<file path="config.mk">
export PLATFORM = sky130hd
export DESIGN_NAME = alu_op_sequencer
export DESIGN_NICKNAME = d
export VERILOG_FILES = /design/src/rtl/alu_op_sequencer.sv
export SDC_FILE = /design/constraint.sdc
export NUM_CORES = 1
export LEC_CHECK = 0
export BUFFER_PORTS_ARGS = -buffer_cell sky130_fd_sc_hd__buf_4
export CORE_ASPECT_RATIO = 0.7
export CORE_MARGIN = 2
export CORE_UTILIZATION = 54
export CTS_CLUSTER_DIAMETER = 100
export DETAILED_ROUTE_END_ITERATION = 10
export PLACE_DENSITY = 0.77
export SETUP_SLACK_MARGIN = 0.2
export SYNTH_ARGS = -nofsm -noshare
export SYNTH_HDL_FRONTEND = slang
export SYNTH_SLANG_ARGS = --single-unit
</file>
<file path="constraint.sdc">
create_clock -name bbclk -period 1.8 [get_ports bbclk]
set_input_delay 0.18 -clock bbclk [delete_from_list [all_inputs] [get_ports bbclk]]
set_output_delay 0.18 -clock bbclk [all_outputs]
set_load 0.05 [all_outputs]
</file>
<file path="src/rtl/alu_op_sequencer.sv">
// alu_op_sequencer: board front end for the 3-bit ALU core.
// Collects A, B and the op code from switches (one debounced button press
// per field), drives them to the core, waits out its register latency and
// holds the returned result/carry for the display logic.
module alu_op_sequencer #(
    parameter int DEBOUNCE_CYCLES = 50000,
    parameter int CNT_W           = 16
) (
    input  logic       bbclk,
    input  logic       rst_n,
    input  logic [2:0] sw,
    input  logic [1:0] op_sw,
    input  logic       btn_n,
    output logic [2:0] alu_a,
    output logic [2:0] alu_b,
    output logic [1:0] alu_op,
    input  logic [5:0] alu_result,
    input  logic       alu_carry,
    output logic [5:0] result,
    output logic       carry,
    output logic       result_valid,
    output logic [2:0] state
);

    typedef enum logic [2:0] {
        LOAD_A  = 3'b000,
        LOAD_B  = 3'b001,
        LOAD_OP = 3'b010,
        EXEC1   = 3'b011,
        EXEC2   = 3'b100,
        SHOW    = 3'b101
    } st_t;

    localparam logic [CNT_W-1:0] DEB_MAX = CNT_W'(DEBOUNCE_CYCLES);
    localparam logic [CNT_W-1:0] DEB_M1  = CNT_W'(DEBOUNCE_CYCLES - 1);

    // Counter that sticks at the debounce threshold so a held button
    // produces only one press.
    function automatic logic [CNT_W-1:0] sat_inc(input logic [CNT_W-1:0] c);
        return (c >= DEB_MAX) ? DEB_MAX : c + CNT_W'(1);
    endfunction

    logic             btn_p0, btn_p1;
    logic [2:0]       sw_p0, sw_p1;
    logic [1:0]       op_p0, op_p1;
    logic [CNT_W-1:0] deb_cnt;
    logic             press_pulse;

    st_t  cur_st, nxt_st;
    logic ld_a, ld_b, ld_op, cap, clr;

    assign state = cur_st;

    // Two-flop synchronisers for the button and both switch banks.
    always_ff @(posedge bbclk or negedge rst_n) begin
        if (!rst_n) begin
            btn_p0 <= 1'b0;
            btn_p1 <= 1'b0;
            sw_p0  <= '0;
            sw_p1  <= '0;
            op_p0  <= '0;
            op_p1  <= '0;
        end else begin
            btn_p0 <= btn_n;
            btn_p1 <= btn_p0;
            sw_p0  <= sw;
            sw_p1  <= sw_p0;
            op_p0  <= op_sw;
            op_p1  <= op_p0;
        end
    end

    // Debounce: count stable-low cycles; pulse once on reaching the threshold.
    always_ff @(posedge bbclk or negedge rst_n) begin
        if (!rst_n) begin
            deb_cnt     <= '0;
            press_pulse <= 1'b0;
        end else begin
            if (btn_p1) begin
                deb_cnt     <= '0;
                press_pulse <= 1'b0;
            end else begin
                deb_cnt     <= sat_inc(deb_cnt);
                press_pulse <= (deb_cnt == DEB_M1);
            end
        end
    end

    // FSM state register.
    always_ff @(posedge bbclk or negedge rst_n) begin
        if (!rst_n) cur_st <= LOAD_A;
        else        cur_st <= nxt_st;
    end

    // Next-state and load/capture strobes; presses in EXEC1/EXEC2 are ignored.
    always_comb begin
        nxt_st = cur_st;
        ld_a   = 1'b0;
        ld_b   = 1'b0;
        ld_op  = 1'b0;
        cap    = 1'b0;
        clr    = 1'b0;
        case (cur_st)
            LOAD_A: if (press_pulse) begin
                ld_a   = 1'b1;
                nxt_st = LOAD_B;
            end
            LOAD_B: if (press_pulse) begin
                ld_b   = 1'b1;
                nxt_st = LOAD_OP;
            end
            LOAD_OP: if (press_pulse) begin
                ld_op  = 1'b1;
                nxt_st = EXEC1;
            end
            EXEC1: nxt_st = EXEC2;
            EXEC2: begin
                cap    = 1'b1;
                nxt_st = SHOW;
            end
            SHOW: if (press_pulse) begin
                clr    = 1'b1;
                nxt_st = LOAD_A;
            end
            default: nxt_st = LOAD_A;
        endcase
    end

    // Operand/op registers to the core and held result registers.
    // Carry is only meaningful for ADD; the core leaves it stale otherwise.
    always_ff @(posedge bbclk or negedge rst_n) begin
        if (!rst_n) begin
            alu_a        <= '0;
            alu_b        <= '0;
            alu_op       <= '0;
            result       <= '0;
            carry        <= 1'b0;
            result_valid <= 1'b0;
        end else begin
            if (ld_a)  alu_a  <= sw_p1;
            if (ld_b)  alu_b  <= sw_p1;
            if (ld_op) alu_op <= op_p1;
            if (cap) begin
                result       <= alu_result;
                carry        <= (alu_op == 2'b10) ? alu_carry : 1'b0;
                result_valid <= 1'b1;
            end else if (clr) begin
                result       <= '0;
                carry        <= 1'b0;
                result_valid <= 1'b0;
            end
        end
    end

endmodule

</file>
==> results of run 1 <==
power by group through the flow:
stage                     registers (W)  clock network [W]  logic [W]
after floorplan                 0.00113                  0  0.0000160
after global placement          0.00113                  0  0.0000581
after global routing            0.00111           0.000717  0.0000828
after detailed placement        0.00113                  0  0.0000606
after CTS                       0.00111           0.000667  0.0000755
final                           0.00111           0.000656  0.0000737
cell usage in the layout (no fill, tap or decap):
| cell type | Yosys | layout |
|---|---|---|
| dfrtp_1 | 48 | 43 |
| o211a_1 | 1 | 1 |
| nand4_4 | 1 | 1 |
| inv_1 | 7 | 7 |
| or3_4 | 0 | 1 |
| xnor2_1 | 10 | 10 |
| clkbuf_1 | 2 | 1 |
| nand2_2 | 0 | 1 |
| nor2_1 | 22 | 22 |
| nand4_1 | 4 | 4 |
| buf_4 | 1 | 45 |
| dlygate4sd3_1 | 0 | 7 |
| and2_1 | 1 | 1 |
| clkbuf_8 | 0 | 6 |
| nand3_2 | 0 | 1 |
| nor2b_1 | 1 | 1 |
| mux2_2 | 8 | 8 |
| nand2_1 | 10 | 9 |
| dfrtp_2 | 0 | 5 |
| o21ai_2 | 1 | 3 |
| nor3_1 | 6 | 6 |
| o21ai_1 | 1 | 1 |
| or2_2 | 1 | 1 |
| nor4_1 | 4 | 2 |
| nand3_1 | 4 | 3 |
| a22o_1 | 7 | 7 |
| a21oi_1 | 3 | 3 |
| a21o_1 | 1 | 1 |
| a31oi_1 | 2 | 1 |
| a31oi_4 | 0 | 1 |
| xor2_1 | 2 | 2 |
| o21a_1 | 1 | 1 |
| clkinvlp_4 | 0 | 1 |
| nor4_2 | 0 | 2 |
| ha_1 | 2 | 2 |
| and3_1 | 1 | 1 |
| or4_4 | 0 | 1 |
| o21ai_0 | 9 | 8 |
| or3_1 | 2 | 1 |
worst max path at each step:
stage                start          end  slack [ps]  depth (start not counted)
4_1_cts         deb_cnt[0]  deb_cnt[14]         180                          5
3_3_place_gp   deb_cnt[12]  deb_cnt[14]         210                          3
2_1_floorplan     state[0]     alu_b[0]         210                          3
5_1_grt         deb_cnt[0]  deb_cnt[12]         170                          5
6_report       deb_cnt[13]  deb_cnt[13]         250                          4
3_5_place_dp   deb_cnt[12]  deb_cnt[14]         110                          3
final cells by class:
cell class | instances | area (um^2)
Clock buffer | 7 | 86.33
Clock inverter | 1 | 7.507
Fill cell | 253 | 934.6
Inverter | 7 | 26.28
Multi-Input combinational cell | 107 | 735.7
Sequential cell | 48 | 1207
Tap cell | 50 | 62.56
Timing Repair Buffer | 52 | 407.9
registers in the layout (all words and copies together), names as in the netlist, 2 cells and up:
signal   count
alu_a        3
alu_b        3
alu_op       2
deb_cnt     16
op_p0        2
op_p1        2
result       6
state        3
sw_p0        3
sw_p1        3
what timing repair did:
action | in CTS | in global routing
gates cloned | 1 | 0
setup endpoints to repair | 15 | 8
hold buffers | 7 | 0
resized for setup | 11 | 5
endpoints found under the hold margin | 54 | 0
setup buffers | 2 | 8
pin swaps | 0 | 2
per-stage QoR:
| step | hold slack (ps) | util, % | area, um^2 | cells | worst slack (ps) |
|---|---|---|---|---|---|
| finish | 93.42 | 73.05 | 2534 | 272 | 245.8 |
| floorplan | -115.6 | - | 1922 | 164 | 212.5 |
| CTS | 94.41 | 70.82 | 2456 | 264 | 176.2 |
| global route | 89.75 | 73.05 | 2534 | 272 | 166.3 |
| global placement | 208.5 | 64.36 | 2232 | 246 | 213.2 |
| detailed placement | 218.6 | 64.36 | 2232 | 246 | 105.2 |
cells by family after synthesis:
kind of cell               share of synthesized area (%)
xor gates and xnor gates                           5.469
AOI/OAI and AO/OA                                  8.984
adders and majority gates                          1.302
muxes                                              4.688
buffers and inverters                              2.149
and+or+nand+nor                                    14.91
DFF                                                62.50
routing by layer:
layer	GRT usage [%]	routed length, um	part of all wire (%)	up-vias
li1	-	-	-	681
met1	26.01	1741	44	735
met2	31.30	1967	49	50
met3	8.801	223	5.6	10
met4	7.018	68	1.7	0
met5	0	0	0	-
worst max-delay path: stages, from the launching register on:
cell and delay, ps:
dfrtp_1 420, or4_4 570, a31oi_4 220, o21ai_2 130
a21oi_1 150
==> out/results.txt, run 1 <==
Final setup fails = 0
Ys flop type = dfrtp_1
RD Place Congestion = 0.8774
Yosys warnings = 0
Fin Setup TNS = 0 ps
FF-to-FF End = deb_cnt[13]
Initial Utilization = 55.41%
DR vias = 1,476
Cts bufs inserted = 5
Slew @ Worst Pin = 578.2 ps
Max transition margin = 61.45%
CP Capture Type = flip-flop
Drt drc = 0
Status = finished, final reports clean
Comb power frac = 4.0%
Type of origin of the critical path = flip-flop
Max-cap viol count = 0
Post-synth EDFFs = 0
Number of buffers inserted by port buffering = 33
Worst flop-to-flop path startpoint = deb_cnt[13]
Mapped Cells = 164
Final Hold Viols = 0
DIE HEIGHT = 53.91 um
Clock tree root buffer cell = clkbuf_8
P_leak = 1.198 nW
Power Internal = 0.001446 W
Post-synthesis sequential area ratio = 62.50%
Cell Area, Synth = 0.001922 mm^2
Total die area = 0.004060 mm^2
Worst min-delay path class = in -> reg
Vias per cell = 5.426
Hold Path End = result[5]
Critical path peak fanout = 5
Vias in the first global route = 1,295
Largest net degree at the start of global routing = 49
Synth Register Bits = 48
FFs w/ async S/R, synth = 100.0%
CTS Buffer Depth = 2
Clock power share = 35.7%
First-pass GRT wire length = 5.940 mm
List of most frequent post-synthesis cells = dfrtp_1, nor2_1, nand2_1, xnor2_1, o21ai_0
Unique masters post-synth = 30
Die width = 75.31 um
Ranking of synthesized cells by area = dfrtp_1, mux2_2, xnor2_1
Fin crit period = 1554 ps
Max Fclk = 643.4 MHz
1st-iter DRT viols = 77
Top cell type's share of synthesized area = 62.50%
Reg clk slew, reported paths = 90 ps
CTS sink count = 48
Max Clock Skew = 11.90 ps
Setup CP Type = reg -> reg
Worst EP required = 2020 ps
R2R depth = 4
DP HPWL = 2.506 mm
Max VDD drop = 0.6200 mV
Core footprint = 0.003468 mm^2
Syn Nets = 181
Worst R2R Setup Slack = 250 ps
Post-route ant nets = 0
Initial antenna violation count = 0
# diodes = 0
Drt pass-1 iters = 4
Top Ports = 34
Avg Cell Area, Syn = 11.72 um^2
Drt wl/cell = 14.71 um
FP Rows = 18
RSZ-0062 raised after global routing = yes
Grt ovf = 0
Hold path cells = 2
Sw Share = 21.41%
Arrival time worst endpoint = 1780 ps
Pins Over Slew Limit = 0
Final nets = 238
NetSw = 0.0003938 W
P per Cell Area = 726.0 mW/mm^2
Max H-tree Level = 2
TritonCTS clock tree = built
GRT Overall Usage = 20.34%
Top-count cell post-synth = dfrtp_1
Tcrit/Tclk final = 86.34%
Final wirelength = 4.000 mm
Area growth from synthesis to layout = 31.84%
Layout cells sized above 1 = 34.68%
Min-Delay Startpoint = alu_result[5]
Leading area contributor after synthesis = dfrtp_1
Seq pwr share = 60.3%
Power Total = 0.001839 W
Clk Latency, worst-skew pair = 300 ps
No activity file was read; power rests on OpenSTA's default activity.
==> run 2: changes to the inputs <==
--- a/config.mk
+++ b/config.mk
@@ -5,13 +5,14 @@
 export SDC_FILE = /design/constraint.sdc
 export NUM_CORES = 1
 export LEC_CHECK = 0
+export ABC_AREA = 1
 export BUFFER_PORTS_ARGS = -buffer_cell sky130_fd_sc_hd__buf_4
 export CORE_ASPECT_RATIO = 0.7
 export CORE_MARGIN = 2
-export CORE_UTILIZATION = 54
+export CORE_UTILIZATION = 55
 export CTS_CLUSTER_DIAMETER = 100
 export DETAILED_ROUTE_END_ITERATION = 10
-export PLACE_DENSITY = 0.77
+export PLACE_DENSITY = 0.78
 export SETUP_SLACK_MARGIN = 0.2
 export SYNTH_ARGS = -nofsm -noshare
 export SYNTH_HDL_FRONTEND = slang
==> out/results.txt, run 2 <==
Post-synth EDFFs = 0 (unchanged)
1st-iter DRT viols = 91 (was 77)
P_leak = 1.198 nW (about the same)
Yosys warnings = 0 (unchanged)
Core footprint = 0.003513 mm^2 (was 0.003468 mm^2)
Largest net degree at the start of global routing = 49 (unchanged)
Synth Register Bits = 48 (unchanged)
Comb power frac = 3.8% (was 4.0%)
Status = finished, final reports clean (unchanged)
FP Rows = 18 (unchanged)
FF-to-FF End = deb_cnt[14] (was deb_cnt[13])
Vias per cell = 4.826 (was 5.426)
Min-Delay Startpoint = alu_result[4] (was alu_result[5])
Final Hold Viols = 0 (unchanged)
Ranking of synthesized cells by area = dfrtp_1, nand2_1, inv_1 (was dfrtp_1, mux2_2, xnor2_1)
Max H-tree Level = 2 (unchanged)
Fin crit period = 1394 ps (was 1554 ps)
Final nets = 276 (was 238)
Mapped Cells = 213 (was 164)
Pins Over Slew Limit = 0 (unchanged)
Total die area = 0.004171 mm^2 (was 0.004060 mm^2)
Cts bufs inserted = 5 (unchanged)
Area growth from synthesis to layout = 24.35% (was 31.84%)
Critical path peak fanout = 4 (was 5)
Hold path cells = 3 (was 2)
Syn Nets = 230 (was 181)
Unique masters post-synth = 23 (was 30)
Ys flop type = dfrtp_1 (unchanged)
Biggest register = deb_cnt (unchanged)
FFs w/ async S/R, synth = 100.0% (unchanged)
Clock tree root buffer cell = clkbuf_8 (unchanged)
Fill cell count = 259 (was 253)
Drt drc = 0 (unchanged)
CP Capture Type = flip-flop (unchanged)
Seq pwr share = 56.3% (was 60.3%)
Most common cell after layout, fill and taps aside = dfrtp_1 (was buf_4)
Most frequent cells in the layout = dfrtp_1, nand2_1, buf_4 (was buf_4, dfrtp_1, nor2_1)
Fin Setup TNS = 0 ps (unchanged)
Cell Area, Synth = 0.002014 mm^2 (was 0.001922 mm^2)
Initial Utilization = 57.34% (was 55.41%)
Drt pass-1 iters = 7 (was 4)
Worst flop-to-flop path startpoint = deb_cnt[0] (was deb_cnt[13])
Post-CTS Resized = 0 (was 11)
Slew @ Worst Pin = 580.1 ps (was 578.2 ps)
CTS sink count = 48 (unchanged)
List of most frequent post-synthesis cells = dfrtp_1, nand2_1, inv_1, nor2_1, o21ai_0 (was dfrtp_1, nor2_1, nand2_1, xnor2_1, o21ai_0)
Top Ports = 34 (unchanged)
Drt wl/cell = 12.47 um (was 14.71 um)
Type of origin of the critical path = flip-flop (unchanged)
DR vias = 1,496 (was 1,476)
Avg Cell Area, Syn = 9.457 um^2 (was 11.72 um^2)
Die width = 76.34 um (was 75.31 um)
Max-cap viol count = 0 (unchanged)
Worst R2R Setup Slack = 410 ps (was 250 ps)
Initial antenna violation count = 0 (unchanged)
Top-count cell post-synth = dfrtp_1 (unchanged)
Setup CP Type = reg -> reg (unchanged)
Sw Share = 21.18% (was 21.41%)
Grt ovf = 0 (unchanged)
Worst slack, placed = 425.6 ps (was 105.2 ps)
Worst min-delay path class = in -> reg (unchanged)
R2R depth = 8 (was 4)
Clk Latency, worst-skew pair = 300 ps (about the same)
Clock power share = 39.9% (was 35.7%)
TritonCTS clock tree = built (unchanged)
CTS Buffer Depth = 2 (unchanged)
Final core occ = 71.30% (was 73.05%)
NetSw = 0.0004169 W (was 0.0003938 W)
# diodes = 0 (unchanged)
Leading area contributor after synthesis = dfrtp_1 (unchanged)
Postcts setup bufs = 0 (was 2)
Setup ws final = 406.0 ps (was 245.8 ps)
Vias in the first global route = 1,298 (was 1,295)
RSZ-0062 raised after global routing = no (was yes)
P per Cell Area = 785.7 mW/mm^2 (was 726.0 mW/mm^2)
Layout cells sized above 1 = 21.92% (was 34.68%)
Max Clock Skew = 11.65 ps (was 11.90 ps)
GRT Overall Usage = 20.18% (was 20.34%)
Number of flip-flops in the largest register = 16 (unchanged)
Final setup fails = 0 (unchanged)
Worst EP required = 1980 ps (was 2020 ps)
DP HPWL = 2.761 mm (was 2.506 mm)
Max transition margin = 61.32% (was 61.45%)
First-pass GRT wire length = 6.244 mm (was 5.940 mm)
Top cell type's share of synthesized area = 59.63% (was 62.50%)
Post-route ant nets = 0 (unchanged)
RD Place Congestion = 0.9560 (was 0.8774)
DIE HEIGHT = 54.64 um (was 53.91 um)
Max VDD drop = 0.7145 mV (was 0.6200 mV)
Largest regs = deb_cnt x16, result x6 (unchanged)
Number of buffers inserted by port buffering = 33 (unchanged)
Post-synthesis sequential area ratio = 59.63% (was 62.50%)
Final wirelength = 3.867 mm (was 4.000 mm)
Arrival time worst endpoint = 1580 ps (was 1780 ps)
Power Total = 0.001968 W (was 0.001839 W)
Tcrit/Tclk final = 77.44% (was 86.34%)
Placed insts = 295 (was 246)
Fin cells = 310 (was 272)
Power Internal = 0.001551 W (was 0.001446 W)
Hold Path End = result[4] (was result[5])
Reg clk slew, reported paths = 80 ps (was 90 ps)
Max Fclk = 717.4 MHz (was 643.4 MHz)
==> run 2: changes by cell type after synthesis, moves of 6 or more <==
| cell | before | now |
|---|---|---|
| a22o_1 | 7 | 0 |
| inv_1 | 7 | 31 |
| mux2_2 | 8 | 0 |
| nand2_1 | 10 | 37 |
| nand3_1 | 4 | 10 |
| o21ai_0 | 9 | 17 |
| xnor2_1 | 10 | 4 |
==> run 2: final cells by class <==
class                   count  area [um^2]  area share, %
well taps                  50        62.56          2.498
repair buffers             40        317.8          12.69
clock inverters             3        46.29          1.848
multi-input cells         131        684.4          27.32
flip-flops and latches     48         1201          47.95
inverters                  33        123.9          4.945
clock buffers               5        68.82          2.747
==> run 2: timing repair <==
item	CTS	global route
hold buffers	7	0
endpoints found under the hold margin	54	0
setup endpoints to repair	0	0
==> run 2: cell families (layout without fill, tap and decap cells) <==
kind of cell | count (synthesis) | in the layout | synth area share (%)
and+or+nand+nor | 94 | 94 | 21.74
adders and majority gates | 2 | 2 | 1.242
xor gates and xnor gates | 10 | 10 | 4.348
DFF | 48 | 48 | 59.63
AOI/OAI and AO/OA | 25 | 25 | 6.646
buffers and inverters | 34 | 81 | 6.397
==> run 2: power by group through the flow <==
stage               clock network (W)  registers, W   logic, W
finish                       0.000784       0.00111  0.0000752
global route                 0.000848       0.00111  0.0000859
global placement                    0       0.00113  0.0000644
CTS                          0.000796       0.00111  0.0000766
detailed placement                  0       0.00113  0.0000646
floorplan                           0       0.00113  0.0000172
==> run 2: routing by layer <==
layer / up-vias / wire length [um] / global-route usage [%]
met5: - / 0 / 0
li1: 757 / - / -
met2: 51 / 1693 / 28.32
met3: 6 / 287 / 6.766
met1: 682 / 1845 / 29.66
met4: 0 / 40 / 6.667
==> run 2: worst max path at each step <==
stage / from / end / slack [ps] / depth (start not counted)
4_1_cts: deb_cnt[0] / deb_cnt[14] / 400 / 8
6_report: deb_cnt[0] / deb_cnt[14] / 410 / 8
3_5_place_dp: deb_cnt[0] / deb_cnt[14] / 430 / 8
5_1_grt: deb_cnt[0] / deb_cnt[14] / 250 / 8
3_3_place_gp: deb_cnt[0] / deb_cnt[14] / 520 / 8
2_1_floorplan: state[0] / alu_op[0] / 390 / 5
==> run 2: per-stage QoR <==
| stage | cell area (um^2) | hold WS, ps |
|---|---|---|
| floorplan | 2014 | -115.6 |
| global placement | 2320 | 224.2 |
| detailed placement | 2320 | 221.0 |
| CTS | 2505 | 77.85 |
| global route | 2505 | 87.20 |
| finish | 2505 | 84.08 |
==> run 2: critical path: stages, from the launching register on <==
cell     delay [ps]
dfrtp_1         420
ha_1            250
nand3_2         140
nor2_4          150
nand3_1          80
nand2_1          70
nand2_1          40
nor2_1           80
nor2_1           40
